<file path="config.mk">
export PLATFORM = sky130hd
export DESIGN_NAME = sfu_rsp_arbiter
export DESIGN_NICKNAME = d
export VERILOG_FILES = /design/src/rtl/sfu_rsp_arbiter.sv
export SDC_FILE = /design/constraint.sdc
export NUM_CORES = 1
export LEC_CHECK = 0
export ABC_AREA = 0
export BUFFER_PORTS_ARGS = -buffer_cell sky130_fd_sc_hd__buf_2
export CAP_MARGIN = 15
export CORE_UTILIZATION = 25
export CTS_BUF_LIST = sky130_fd_sc_hd__clkbuf_4
export CTS_CLUSTER_SIZE = 24
export DETAILED_ROUTE_END_ITERATION = 8
export GPL_ROUTABILITY_DRIVEN = 0
export PLACE_DENSITY = 0.51
export RECOVER_POWER = 25
export SETUP_SLACK_MARGIN = 0.05
export SLEW_MARGIN = 10
export SYNTH_ARGS = -nofsm -noshare
export SYNTH_HDL_FRONTEND = slang
export SYNTH_SLANG_ARGS = --single-unit
</file>
<file path="constraint.sdc">
create_clock -name clk -period 7.2 [get_ports clk]
set_clock_uncertainty 0.15 [all_clocks]
set_input_delay 0.72 -clock clk [delete_from_list [all_inputs] [get_ports clk]]
set_output_delay 0.72 -clock clk [all_outputs]
set_load 0.005 [all_outputs]
</file>
<file path="src/rtl/sfu_rsp_arbiter.sv">
// Round-robin response arbiter: merges sub-unit commit responses into one
// stream buffered by a small registered FIFO ahead of the gather stage.
module sfu_rsp_arbiter #(
    parameter  int NUM_INPUTS = 2,
    parameter  int DATAW      = 64,
    parameter  int DEPTH      = 2,
    localparam int IDXW       = (NUM_INPUTS > 1) ? $clog2(NUM_INPUTS) : 1
) (
    input  logic                        clk,
    input  logic                        reset,
    input  logic [NUM_INPUTS-1:0]       valid_in,
    output logic [NUM_INPUTS-1:0]       ready_in,
    input  logic [NUM_INPUTS*DATAW-1:0] data_in,
    output logic                        valid_out,
    input  logic                        ready_out,
    output logic [DATAW-1:0]            data_out,
    output logic [IDXW-1:0]             sel_out
);
    localparam int PTRW = $clog2(DEPTH);
    localparam int CNTW = PTRW + 1;
    localparam logic [CNTW-1:0] FULL_CNT = CNTW'(DEPTH);

    logic [IDXW-1:0]  rr_ptr_q, rr_ptr_d;
    logic [PTRW-1:0]  rd_ptr_q, wr_ptr_q;
    logic [CNTW-1:0]  count_q, count_d;
    logic [DATAW-1:0] mem_data_q [DEPTH];
    logic [IDXW-1:0]  mem_sel_q  [DEPTH];

    logic             full, empty, found, push, pop;
    logic [IDXW-1:0]  grant_idx;
    logic [DATAW-1:0] grant_data;

    assign full  = (count_q == FULL_CNT);
    assign empty = (count_q == '0);

    // Scan starts at rr_ptr and wraps; the first valid input wins.
    always_comb begin
        int unsigned cand;
        cand      = '0;
        found     = 1'b0;
        grant_idx = '0;
        for (int i = 0; i < NUM_INPUTS; i++) begin
            cand = (32'(rr_ptr_q) + 32'(i)) % 32'(NUM_INPUTS);
            for (int j = 0; j < NUM_INPUTS; j++) begin
                if (!found && valid_in[j] && cand == 32'(j)) begin
                    found     = 1'b1;
                    grant_idx = IDXW'(j);
                end
            end
        end
    end

    always_comb begin
        grant_data = '0;
        for (int i = 0; i < NUM_INPUTS; i++) begin
            if (grant_idx == IDXW'(i)) begin
                grant_data = data_in[i*DATAW +: DATAW];
            end
        end
    end

    // Accept is gated only by the registered full flag, never by ready_out.
    assign push     = found && !full && !reset;
    assign ready_in = push ? (NUM_INPUTS'(1) << grant_idx) : '0;
    assign pop      = valid_out && ready_out;

    always_comb begin
        int unsigned nxt;
        nxt      = (32'(grant_idx) + 32'd1) % 32'(NUM_INPUTS);
        rr_ptr_d = rr_ptr_q;
        if (push) begin
            rr_ptr_d = IDXW'(nxt);
        end
    end

    always_comb begin
        count_d = count_q;
        case ({push, pop})
            2'b10:   count_d = count_q + 1'b1;
            2'b01:   count_d = count_q - 1'b1;
            default: count_d = count_q;
        endcase
    end

    always_ff @(posedge clk or posedge reset) begin
        if (reset) begin
            rr_ptr_q <= '0;
            rd_ptr_q <= '0;
            wr_ptr_q <= '0;
            count_q  <= '0;
        end else begin
            rr_ptr_q <= rr_ptr_d;
            count_q  <= count_d;
            if (push) begin
                wr_ptr_q <= wr_ptr_q + 1'b1;
            end
            if (pop) begin
                rd_ptr_q <= rd_ptr_q + 1'b1;
            end
        end
    end

    always_ff @(posedge clk) begin
        if (push) begin
            mem_data_q[wr_ptr_q] <= grant_data;
            mem_sel_q[wr_ptr_q]  <= grant_idx;
        end
    end

    assign valid_out = !empty;
    assign data_out  = mem_data_q[rd_ptr_q];
    assign sel_out   = mem_sel_q[rd_ptr_q];

endmodule

</file>
# ---- Word level (Yosys, flattened, before mapping)
# Memories as Yosys holds them, arrays and structs flattened.
# Cells that the tools add are included.
dict set report word_totals {
  ff_bits 5
  mem_bits_rw 130
  inputBits 133
  output_inout_bits 68
  elab_cells 48
  n_memories 2
}
dict set report op_classes {
  addsub 6
  n_eq_ne 3
  shifts 1
  n_mux 12
  reduce_logical 20
}
# name words width read_ports rd_clocked_by_memory_dff wr line
set memory_table {}
lappend memory_table {mem_data_q 2 64 1 0 1 26} ;# logic [DATAW-1:0] mem_data_q [DEPTH];
lappend memory_table {mem_sel_q 2 1 1 0 1 27} ;# logic [IDXW-1:0] mem_sel_q [DEPTH];
# op count
set op_table {}
lappend op_table {{32-bit zero test} 2}
lappend op_table {{64-bit 2-to-1 mux} 1}
lappend op_table {{1-bit logical AND} 10}
lappend op_table {{1-bit 2-to-1 mux} 9}
lappend op_table {{1-bit zero test} 6}
lappend op_table {{1-bit adder (second input constant)} 4}
lappend op_table {{2-bit == test (second input constant)} 2}
lappend op_table {{2-bit one-hot mux with 2 select lines} 1}
lappend op_table {{2-bit by 1-bit adder with 2-bit output (second input constant)} 1}
lappend op_table {{2-bit by 1-bit == test with 1-bit output (second input constant)} 1}
lappend op_table {{2-bit zero test} 1}
lappend op_table {{2-bit 2-to-1 mux} 1}
lappend op_table {{2-bit nonzero test} 1}
lappend op_table {{1-bit by 1-bit left shift with 2-bit output (first input constant)} 1}
lappend op_table {{2-bit by 1-bit subtractor with 2-bit output (second input constant)} 1}

# ---- Depth between registers and ports, before layout
# Gate-level depths: netlist (run 1).
dict set report depth {
  ltp_word 19
  depth_mapped 7
  mapped_depth_nobuf 7
}

# ---- Least setup slack after synthesis (run 1)
# Ideal clock, no wire load.
dict set report synth_timing {
  path_kind {in2reg}
  startpoint {in reset}
  endpoint {mem mem_data_q[0][0] (enable)}
  setup_ns 0.649
  t_arrival_ns 7.052
  t_required_ns 6.401
  slack_ns -0.651
  stages 1
  n_path_buf 0
  path_cell_list {nor4_1}
}
dict set report synth_between {
  elab_chain_cells 4
}
# item line
set synth_rtl {}
lappend synth_rtl {{from (decl)} 10} ;# input logic reset,
lappend synth_rtl {{1-bit zero test (no source line)} -}
lappend synth_rtl {{1-bit logical AND} 63} ;# assign push = found && !full && !reset;
lappend synth_rtl {{1-bit 2-to-1 mux} 104} ;# if (push) begin
lappend synth_rtl {{1-bit 2-to-1 mux (not written as such)} 105} ;# mem_data_q[wr_ptr_q] <= grant_data;
lappend synth_rtl {{to (decl)} 26}
# No other way between the ends.

# ---- Final worst setup path (run 1)
dict set report layout_timing {
  startpoint {reg rd_ptr_q}
  endpoint {out data_out[52]}
}
dict set report layout_between {
  elab_chain_cells 1
}
# item line
set layout_rtl {}
lappend layout_rtl {{from (decl)} 24} ;# logic [PTRW-1:0] rd_ptr_q, wr_ptr_q;
lappend layout_rtl {{from (signal assigned)} 98} ;# rd_ptr_q <= rd_ptr_q + 1'b1;
lappend layout_rtl {{memory 2 x 64 bit} -}
lappend layout_rtl {{to (decl)} 16} ;# output logic [DATAW-1:0] data_out,
# No other way between the ends.

==> results of run 1 <==
==> cell usage in the layout (no fill, tap or decap), types with 2 or more instances in the layout <==
cell                       synthesis  layout
sky130_fd_sc_hd__mux2_4           38      13
sky130_fd_sc_hd__dfrtp_1           5       5
sky130_fd_sc_hd__clkinv_1          0       4
sky130_fd_sc_hd__nor2_1            2       2
sky130_fd_sc_hd__clkinv_2          0       5
sky130_fd_sc_hd__nor3_1            2       3
sky130_fd_sc_hd__buf_2             3     199
sky130_fd_sc_hd__clkbuf_1          0       3
sky130_fd_sc_hd__and2_1            3       2
sky130_fd_sc_hd__mux2_2           87      81
sky130_fd_sc_hd__mux2_1            4      35
sky130_fd_sc_hd__clkinv_4          0       3
sky130_fd_sc_hd__xnor2_1           2       2
sky130_fd_sc_hd__clkbuf_4          0      17
sky130_fd_sc_hd__xor2_1            3       3
sky130_fd_sc_hd__inv_1             3       3
sky130_fd_sc_hd__edfxtp_1        130     130
==> power breakdown <==
group	switching, uW	internal (uW)
Clock	279	166
Combinational	296	400
Sequential	116	1060
==> registers in the layout, indices dropped and copies added, names as in the netlist <==
name        count
rd_ptr_q        1
count_q         2
wr_ptr_q        1
mem_data_q    128
mem_sel_q       2
rr_ptr_q        1
==> final cells by class <==
cell class	instances	area, um^2
clock buffer	17	128
timing repair buffer	204	1020
inverter	4	15.0
multi-input combinational	149	1650
fill	2424	16000
clock inverter	15	113
tap	319	399
antenna	1	2.50
sequential	135	4030
==> cells by family after synthesis <==
kind of cell / after synthesis / share of synthesized area (%)
DFF: 135 / 67.9
AOI/OAI and AO/OA: 2 / 0.443
adders and majority gates: 1 / 0.211
buffers and inverters: 18 / 2.72
muxes: 129 / 26.9
xor gates and xnor gates: 5 / 0.738
and+or+nand+nor: 12 / 1.16
==> metal layers <==
metal	track usage (%)	wire length, um	up-vias
met5	0	13	-
met4	3.87	153	2
met1	10.8	4900	1677
met3	3.53	724	10
met2	17.6	6040	109
li1	-	-	1594
==> worst register-to-register path: stages, from the launching register on <==
cell,delay (ns)
sky130_fd_sc_hd__dfrtp_1,0.42
sky130_fd_sc_hd__o21ai_0,0.26
sky130_fd_sc_hd__clkbuf_1,1.67
sky130_fd_sc_hd__mux2_2,0.54
==> final timing paths <==
path / start / to / slack [ns] / depth (start not counted)
worst max-delay path: rd_ptr_q$_DFFE_PP0P_ / data_out[52] / 2.74 / 2
worst min-delay path: count_q[1]$_DFFE_PP0P_ / count_q[1]$_DFFE_PP0P_ / 0.34 / 1
worst max register to register: rr_ptr_q$_DFFE_PP0N_ / mem_data_q[0][52]$_DFFE_PP_ / 3.92 / 3
worst min register to register: count_q[1]$_DFFE_PP0P_ / count_q[1]$_DFFE_PP0P_ / 0.34 / 1
max in group asynchronous: reset / count_q[0]$_DFFE_PP0P_ / 6.10 / 3
min in group asynchronous: reset / rd_ptr_q$_DFFE_PP0P_ / 0.61 / 3
==> stage by stage <==
stage                     std cells  hold slack, ns  worst slack [ns]  util [%]  area (um^2)
after floorplan                 302           0.298              2.19         -         5940
after global placement          810           0.319              4.60      30.9         7230
after detailed placement        810           0.326              4.57      30.9         7230
after CTS                       843           0.288              3.98      32.0         7480
after global routing            844           0.279              2.22      31.5         7360
final                           844           0.342              2.74      31.5         7360
==> timing repair <==
item,CTS,global route
hold buffers,1,0
gates resized for setup,0,0
endpoints found under the hold margin,5,0
==> impl_results.md, run 1 <==
* Slew headroom at -101%
* Final cycle utilization of the critical path at between 60% and 70%
* Kind of launch point of the worst setup path: register
* Residual DRC count at 0
* Starting utilization of the core area at 25.4%
* Crit path buf inv count at 1
* Max Transition Viols Final at between 100 and 150
* Area Growth Syn to Fin at 24.0%
* Commonest cells in the synthesized netlist: 130 x sky130_fd_sc_hd__edfxtp_1, 87 x sky130_fd_sc_hd__mux2_2, 38 x sky130_fd_sc_hd__mux2_4
* Total routed wirelength at about 12 mm
* Largest voltage drop on the vdd net at between 0.1 and 0.15 mV
* Yosys warns at 0
* Family of cells with the greatest summed delay on the critical path: flip-flops
* Dominant cell by count in the synthesized netlist: sky130_fd_sc_hd__edfxtp_1
* Number of global-route vias before repair at approximately 3700
* DR pass1 iterations at 6
* Final period demand of the worst path at about 4.5 ns
* Unique masters post-synth at 25
* All-Layer GR Usage at about a tenth
* Power density relative to cell area at 315 nW/um^2
* Post-CTS setup repair buffer count at 0
* Largest area contributor in the synthesized netlist: sky130_fd_sc_hd__edfxtp_1
* Number of DRC markers in iteration 0 at about 70
* Element type at the critical path end: output pin
* Unrepaired setup endpoints after global routing: false
* H-tree levels at 4
* Violated checks: capacitance limit, slew limit
* Number of max-cap violations at 3
* Y dimension of the die at around 160 um
* Slew at the pin closest to its max-slew limit at 3.02 ns
* Total negative slack for setup checks at 0 ns
* Total CTS buffers at 17
* Via-per-instance ratio at around 4.0
* Cell-by-cell listing of the critical path: mux2_2 > buf_2
* Data arrival, critical path at approximately 3.6 ns
* Worst min path class: reg -> reg
* Final Hold Viols at 0
* Clock transition at the registers of the reported paths at around 0.12 ns
* Number of I/O port buffers at 200
* Boundary pin count at roughly 200
* Worst-path maximum fanout at 66
* Sequential cell area fraction in the yosys report at 67.9%
* Required time worst endpoint at between 6 and 7 ns
* Antenna Nets Post-Route at 0
* Net count of the mapped netlist at roughly 440
* Run status: finished, violations left
* Most area-consuming cells after synthesis: sky130_fd_sc_hd__edfxtp_1 66%, sky130_fd_sc_hd__mux2_2 17%, sky130_fd_sc_hd__mux2_4 9.6%, sky130_fd_sc_hd__dfrtp_1 2.1%, sky130_fd_sc_hd__buf_12 1.0%
* Max frequency at ~220 MHz
* Clock tree from TritonCTS: done
* Final count of negative-setup-slack endpoints at 0
* Total congestion overflow after global routing at 0
* Mean instance size in the synthesized netlist at just under 20 um^2
* Path type of the worst setup path: reg -> out
* Clock latency on the worst-skew pair at ~0.5 ns
* Final net count at around 650
* Highest-delay cell along the critical path: sky130_fd_sc_hd__dfrtp_1
* Wirelength per Cell at between 10 and 15 um
* Standard-cell rows at 56
* Wire length of the first global-routing pass at around 18 mm
* Summed instance area of the synthesized netlist at 5940 um^2
* Die Wd at 156 um
* Via total after detailed routing at roughly 3400
* Core region area at 23400 um^2
* Fraction of final layout cells with drive strength greater than 1 at a little over 60%
* Most common flop cell mapped by yosys: sky130_fd_sc_hd__edfxtp_1
* Antenna violations before repair at 2
* Number of buffers on the longest clock path at 2
* Clock net sink count at between 100 and 150
* Critical Path Max Stage Delay at about 2.4 ns
* Flip-flop and latch count after synthesis at around 140
* Post-synth EDFFs at 130
* Post-synth top area share at between 60 and 70%
* Synthesized instance count at 302
* Die Footprint at about 24000 um^2
* Overall power consumption at about 2300 uW
* Post-synthesis async set-or-reset flop share at under 10%
* Maximum number of pins on one net before global-route repair at 67
* Clock root buffer: sky130_fd_sc_hd__clkbuf_4
* LEAKAGE at 0.00283 uW
* Post-detail-place hpwl at 7.58 mm
Power figures use the tool's default switching activity.
==> inputs of run 2 (changes only) <==
--- a/config.mk
+++ b/config.mk
@@ -5,7 +5,7 @@
 export SDC_FILE = /design/constraint.sdc
 export NUM_CORES = 1
 export LEC_CHECK = 0
-export ABC_AREA = 0
+export ABC_AREA = 1
 export BUFFER_PORTS_ARGS = -buffer_cell sky130_fd_sc_hd__buf_2
 export CAP_MARGIN = 15
 export CORE_UTILIZATION = 25
@@ -13,7 +13,7 @@
 export CTS_CLUSTER_SIZE = 24
 export DETAILED_ROUTE_END_ITERATION = 8
 export GPL_ROUTABILITY_DRIVEN = 0
-export PLACE_DENSITY = 0.51
+export PLACE_DENSITY = 0.5
 export RECOVER_POWER = 25
 export SETUP_SLACK_MARGIN = 0.05
 export SLEW_MARGIN = 10
==> constraint.sdc (replaced) <==
create_clock -name clk -period 4.2 [get_ports clk]
set_clock_uncertainty 0.15 [all_clocks]
set_input_delay 0.42 -clock clk [delete_from_list [all_inputs] [get_ports clk]]
set_output_delay 0.42 -clock clk [all_outputs]
set_load 0.005 [all_outputs]
==> impl_results.md, run 2 <==
* Most common flop cell mapped by yosys: sky130_fd_sc_hd__edfxtp_1 (unchanged)
* Data arrival, critical path at 3.14 ns (was 3.59 ns)
* Final cycle utilization of the critical path at approximately three quarters
* Final period demand of the worst path at 3.18 ns
* Biggest registers after layout: mem_data_q x128, count_q x2, mem_sel_q x2 (unchanged)
* Unique masters post-synth at 16 (was 25)
* Power density relative to cell area at 514 nW/um^2 (was 315 nW/um^2)
* Total routed wirelength at 14.1 mm (was 11.8 mm)
* Post-CTS setup repair buffer count at 0 (unchanged)
* Kind of launch point of the worst setup path: primary input (was register)
* Die Footprint at 24000 um^2 (was 24400 um^2)
* Met2 GRT Util at 21.7% (was 17.6%)
* Area post-placement at 7120 um^2 (was 7230 um^2)
* Family of cells with the greatest summed delay on the critical path: buffers and inverters (was flip-flops)
* Flip-flop count of the largest register, all copies and words added at 128 (unchanged)
* Slew headroom at -28.2% (was -101%)
* Wire length of the first global-routing pass at 22.1 mm (was 18.2 mm)
* Max frequency at 314 MHz
* Yosys warns at 0 (unchanged)
* Worst-case register-to-register setup slack at 1.08 ns (was 3.92 ns)
* Slew at the pin closest to its max-slew limit at 1.92 ns (was 3.02 ns)
* Via total after detailed routing at 4697 (was 3392)
* Non-filler cells in the finished layout at 1208 (was 844)
* Crit path top cell by count: sky130_fd_sc_hd__clkbuf_1
* Standard-cell rows at 55 (was 56)
* Number of max-cap violations at 2 (was 3)
* Area of all sequential standard cells at 4030 um^2 (about the same)
* Starting utilization of the core area at 25.6% (was 25.4%)
* Depth of the worst register-to-register path at 8 (was 3)
* Start point of the worst min-delay path: data_in[101] (was count_q[1]$_DFFE_PP0P_)
* Final Hold Viols at 0 (unchanged)
* Required time worst endpoint at 4.15 ns (was 6.33 ns)
* Clock net sink count at 135 (unchanged)
* Antenna Nets Post-Route at 0 (unchanged)
* Filler Cell Count at 2294 (was 2424)
* Net count of the mapped netlist at 725 (was 436)
* Critical Path Max Stage Delay at 1.38 ns (was 2.42 ns)
* Final net count at 1016 (was 645)
* Most area-consuming cells after synthesis: sky130_fd_sc_hd__edfxtp_1 67%, sky130_fd_sc_hd__nand2_1 26%, sky130_fd_sc_hd__dfrtp_1 2.1%, sky130_fd_sc_hd__buf_2 1.4%, sky130_fd_sc_hd__buf_6 1.3% (was sky130_fd_sc_hd__edfxtp_1 66%, sky130_fd_sc_hd__mux2_2 17%, sky130_fd_sc_hd__mux2_4 9.6%, sky130_fd_sc_hd__dfrtp_1 2.1%, sky130_fd_sc_hd__buf_12 1.0%)
* Violated checks: capacitance limit, slew limit (unchanged)
* All-Layer GR Usage at 12.2% (was 9.93%)
* Clock tree from TritonCTS: done (unchanged)
* Dominant cell by count in the synthesized netlist: sky130_fd_sc_hd__nand2_1 (was sky130_fd_sc_hd__edfxtp_1)
* Worst-path maximum fanout at 32 (was 66)
* Grt peak-use layer: met2 (unchanged)
* Total CTS buffers at 17 (unchanged)
* Core region area at 22800 um^2 (was 23400 um^2)
* Y dimension of the die at 155 um (was 156 um)
* Run status: finished, violations left (unchanged)
* Cell total after placement at 1083 (was 810)
* Largest voltage drop on the vdd net at 0.355 mV (was 0.130 mV)
* Mean instance size in the synthesized netlist at 9.88 um^2 (was 19.7 um^2)
* Fraction of final layout cells with drive strength greater than 1 at 26.3% (was 62.0%)
* Clock transition at the registers of the reported paths at 0.11 ns (was 0.12 ns)
* Max Transition Viols Final at 81 (was 135)
* Final count of negative-setup-slack endpoints at 0 (unchanged)
* Footprint of the multi-input gates at 1590 um^2 (was 1650 um^2)
* Unrepaired setup endpoints after global routing: false (unchanged)
* Post-synthesis async set-or-reset flop share at 3.70% (unchanged)
* Via-per-instance ratio at 3.89 (was 4.02)
* Worst reg2reg path startpoint: rr_ptr_q$_DFFE_PP0N_ (unchanged)
* Flip-flop and latch count after synthesis at 135 (unchanged)
* PostCTS Resize Cnt at 0 (unchanged)
* Total congestion overflow after global routing at 0 (unchanged)
* Synthesized instance count at 591 (was 302)
* Boundary pin count at 201 (unchanged)
* Clock latency on the worst-skew pair at 0.52 ns (was 0.50 ns)
* Antenna violations before repair at 1 (was 2)
* Die Wd at 155 um (was 156 um)
* Number of I/O port buffers at 200 (unchanged)
* Worst min path class: in -> reg (was reg -> reg)
* Met1 usage in global routing at 14.0% (was 10.8%)
* Post-synth top area share at 66.9% (was 65.8%)
* Post-synth EDFFs at 130 (unchanged)
* Summed instance area of the synthesized netlist at 5840 um^2 (was 5940 um^2)
* Path type of the worst setup path: in -> reg (was reg -> out)
* Met3 track utilization from global routing at 2.75% (was 3.53%)
* Area of all placed cells without fillers at 8300 um^2 (was 7360 um^2)
* Reg2reg end: mem_data_q[0][54]$_DFFE_PP_ (was mem_data_q[0][52]$_DFFE_PP_)
* Area Growth Syn to Fin at 42.1% (was 24.0%)
* Number of DRC markers in iteration 0 at 166 (was 72)
* Number of buffers on the longest clock path at 2 (unchanged)
* Worst Hold Path Cells at 3 (was 1)
* DR pass1 iterations at 4 (was 6)
* Register with the most flip-flops: mem_data_q (unchanged)
* Residual DRC count at 0 (unchanged)
* Wirelength per Cell at 11.6 um (was 14.0 um)
* Worst hold path endpoint: mem_data_q[1][37]$_DFFE_PP_ (was count_q[1]$_DFFE_PP0P_)
* Sequential cell area fraction in the yosys report at 69.0% (was 67.9%)
* Maximum number of pins on one net before global-route repair at 67 (unchanged)
* Clock root buffer: sky130_fd_sc_hd__clkbuf_4 (unchanged)
* Leading cell types in the layout, fill and taps excluded: 403 x sky130_fd_sc_hd__nand2_1, 198 x sky130_fd_sc_hd__buf_2, 130 x sky130_fd_sc_hd__edfxtp_1 (was 199 x sky130_fd_sc_hd__buf_2, 130 x sky130_fd_sc_hd__edfxtp_1, 81 x sky130_fd_sc_hd__mux2_2)
* Crit path buf inv count at 4 (was 1)
* H-tree levels at 4 (unchanged)
* Post-CTS Hold Fix Bufs at 93 (was 1)
* Highest-delay cell along the critical path: sky130_fd_sc_hd__clkbuf_1 (was sky130_fd_sc_hd__dfrtp_1)
* Most frequent standard cell in the layout excluding fill and tap cells: sky130_fd_sc_hd__nand2_1 (was sky130_fd_sc_hd__buf_2)
* Post-detail-place hpwl at 8.78 mm (was 7.58 mm)
* Cell-by-cell listing of the critical path: dlygate4sd3_1 > clkbuf_1 > inv_1 > nand3_1 > nor2_4 > clkbuf_1 (was mux2_2 > buf_2)
* Total negative slack for setup checks at 0 ns (unchanged)
* Element type at the critical path end: register (was output pin)
* LEAKAGE at 0.00391 uW (was 0.00283 uW)
* Commonest cells in the synthesized netlist: 403 x sky130_fd_sc_hd__nand2_1, 130 x sky130_fd_sc_hd__edfxtp_1, 16 x sky130_fd_sc_hd__buf_2 (was 130 x sky130_fd_sc_hd__edfxtp_1, 87 x sky130_fd_sc_hd__mux2_2, 38 x sky130_fd_sc_hd__mux2_4)
* Number of global-route vias before repair at 4472 (was 3651)
* Largest area contributor in the synthesized netlist: sky130_fd_sc_hd__edfxtp_1 (unchanged)
==> run 2: power breakdown <==
| group | leakage, uW | internal, uW | switching (uW) |
|---|---|---|---|
| clock network | 0.000132 | 351 | 450 |
| logic | 0.00251 | 608 | 961 |
| registers | 0.00127 | 1840 | 60.9 |
==> run 2: kinds of logic (layout without fill, tap and decap cells) <==
| kind of cell | after synthesis | count (layout) | synth area share (%) |
|---|---|---|---|
| adder cells (fa/ha/maj) | 1 | 1 | 0.214 |
| AO/OA/AOI/OAI | 1 | 1 | 0.0856 |
| AND/OR/NAND/NOR | 411 | 411 | 26.6 |
| XOR/XNOR | 1 | 1 | 0.150 |
| flip-flops | 135 | 135 | 69.0 |
| buffers and inverters | 42 | 345 | 3.94 |
| other | 0 | 1 | 0 |
==> run 2: per-stage QoR <==
stage | power (uW) | setup slack (ns) | utilization [%] | hold WS [ns]
floorplan | 2770 | 0.0531 | - | 0.0653
global placement | 3420 | 1.69 | 31.2 | 0.209
detailed placement | 3420 | 1.71 | 31.2 | 0.213
CTS | 4360 | 1.24 | 36.4 | 0.000676
global route | 4610 | 0.755 | 36.4 | 0.00927
finish | 4270 | 1.02 | 36.4 | 0.0660
==> run 2: worst max-delay path by stage <==
| stage | start | to | slack [ns] | cells after the start |
|---|---|---|---|---|
| after global routing | rr_ptr_q$_DFFE_PP0N_ | mem_data_q[1][26]$_DFFE_PP_ | 0.76 | 8 |
| after global placement | reset | mem_data_q[0][28]$_DFFE_PP_ | 1.69 | 5 |
| after floorplan | reset | mem_data_q[1][0]$_DFFE_PP_ | 0.05 | 3 |
| after detailed placement | reset | mem_data_q[0][23]$_DFFE_PP_ | 1.71 | 5 |
| final | reset | mem_data_q[1][59]$_DFFE_PP_ | 1.02 | 6 |
| after CTS | rd_ptr_q$_DFFE_PP0P_ | data_out[0] | 1.24 | 5 |
==> run 2: cell type report <==
cell class                      count  area share (%)
Clock buffer                       19            1.72
Timing Repair Buffer              300            23.8
Inverter                           14           0.649
Sequential cell                   135            48.6
Antenna cell                        1          0.0302
Multi-Input combinational cell    414            19.1
Clock inverter                     12            1.34
Tap cell                          313            4.72
==> run 2: per-layer routing <==
layer / share of wire [%] / wire, um / vias up
li1: - / - / 2476
met3: 3.2 / 448 / 8
met2: 51 / 7100 / 109
met5: 0 / 0 / -
met4: 1.1 / 161 / 0
met1: 45 / 6340 / 2104
==> run 2: worst min-delay path: cells and delay by family <==
kind	cells	cell delay [ns]
AND/OR/NAND/NOR	2	0.12
buffers and inverters	1	0.08
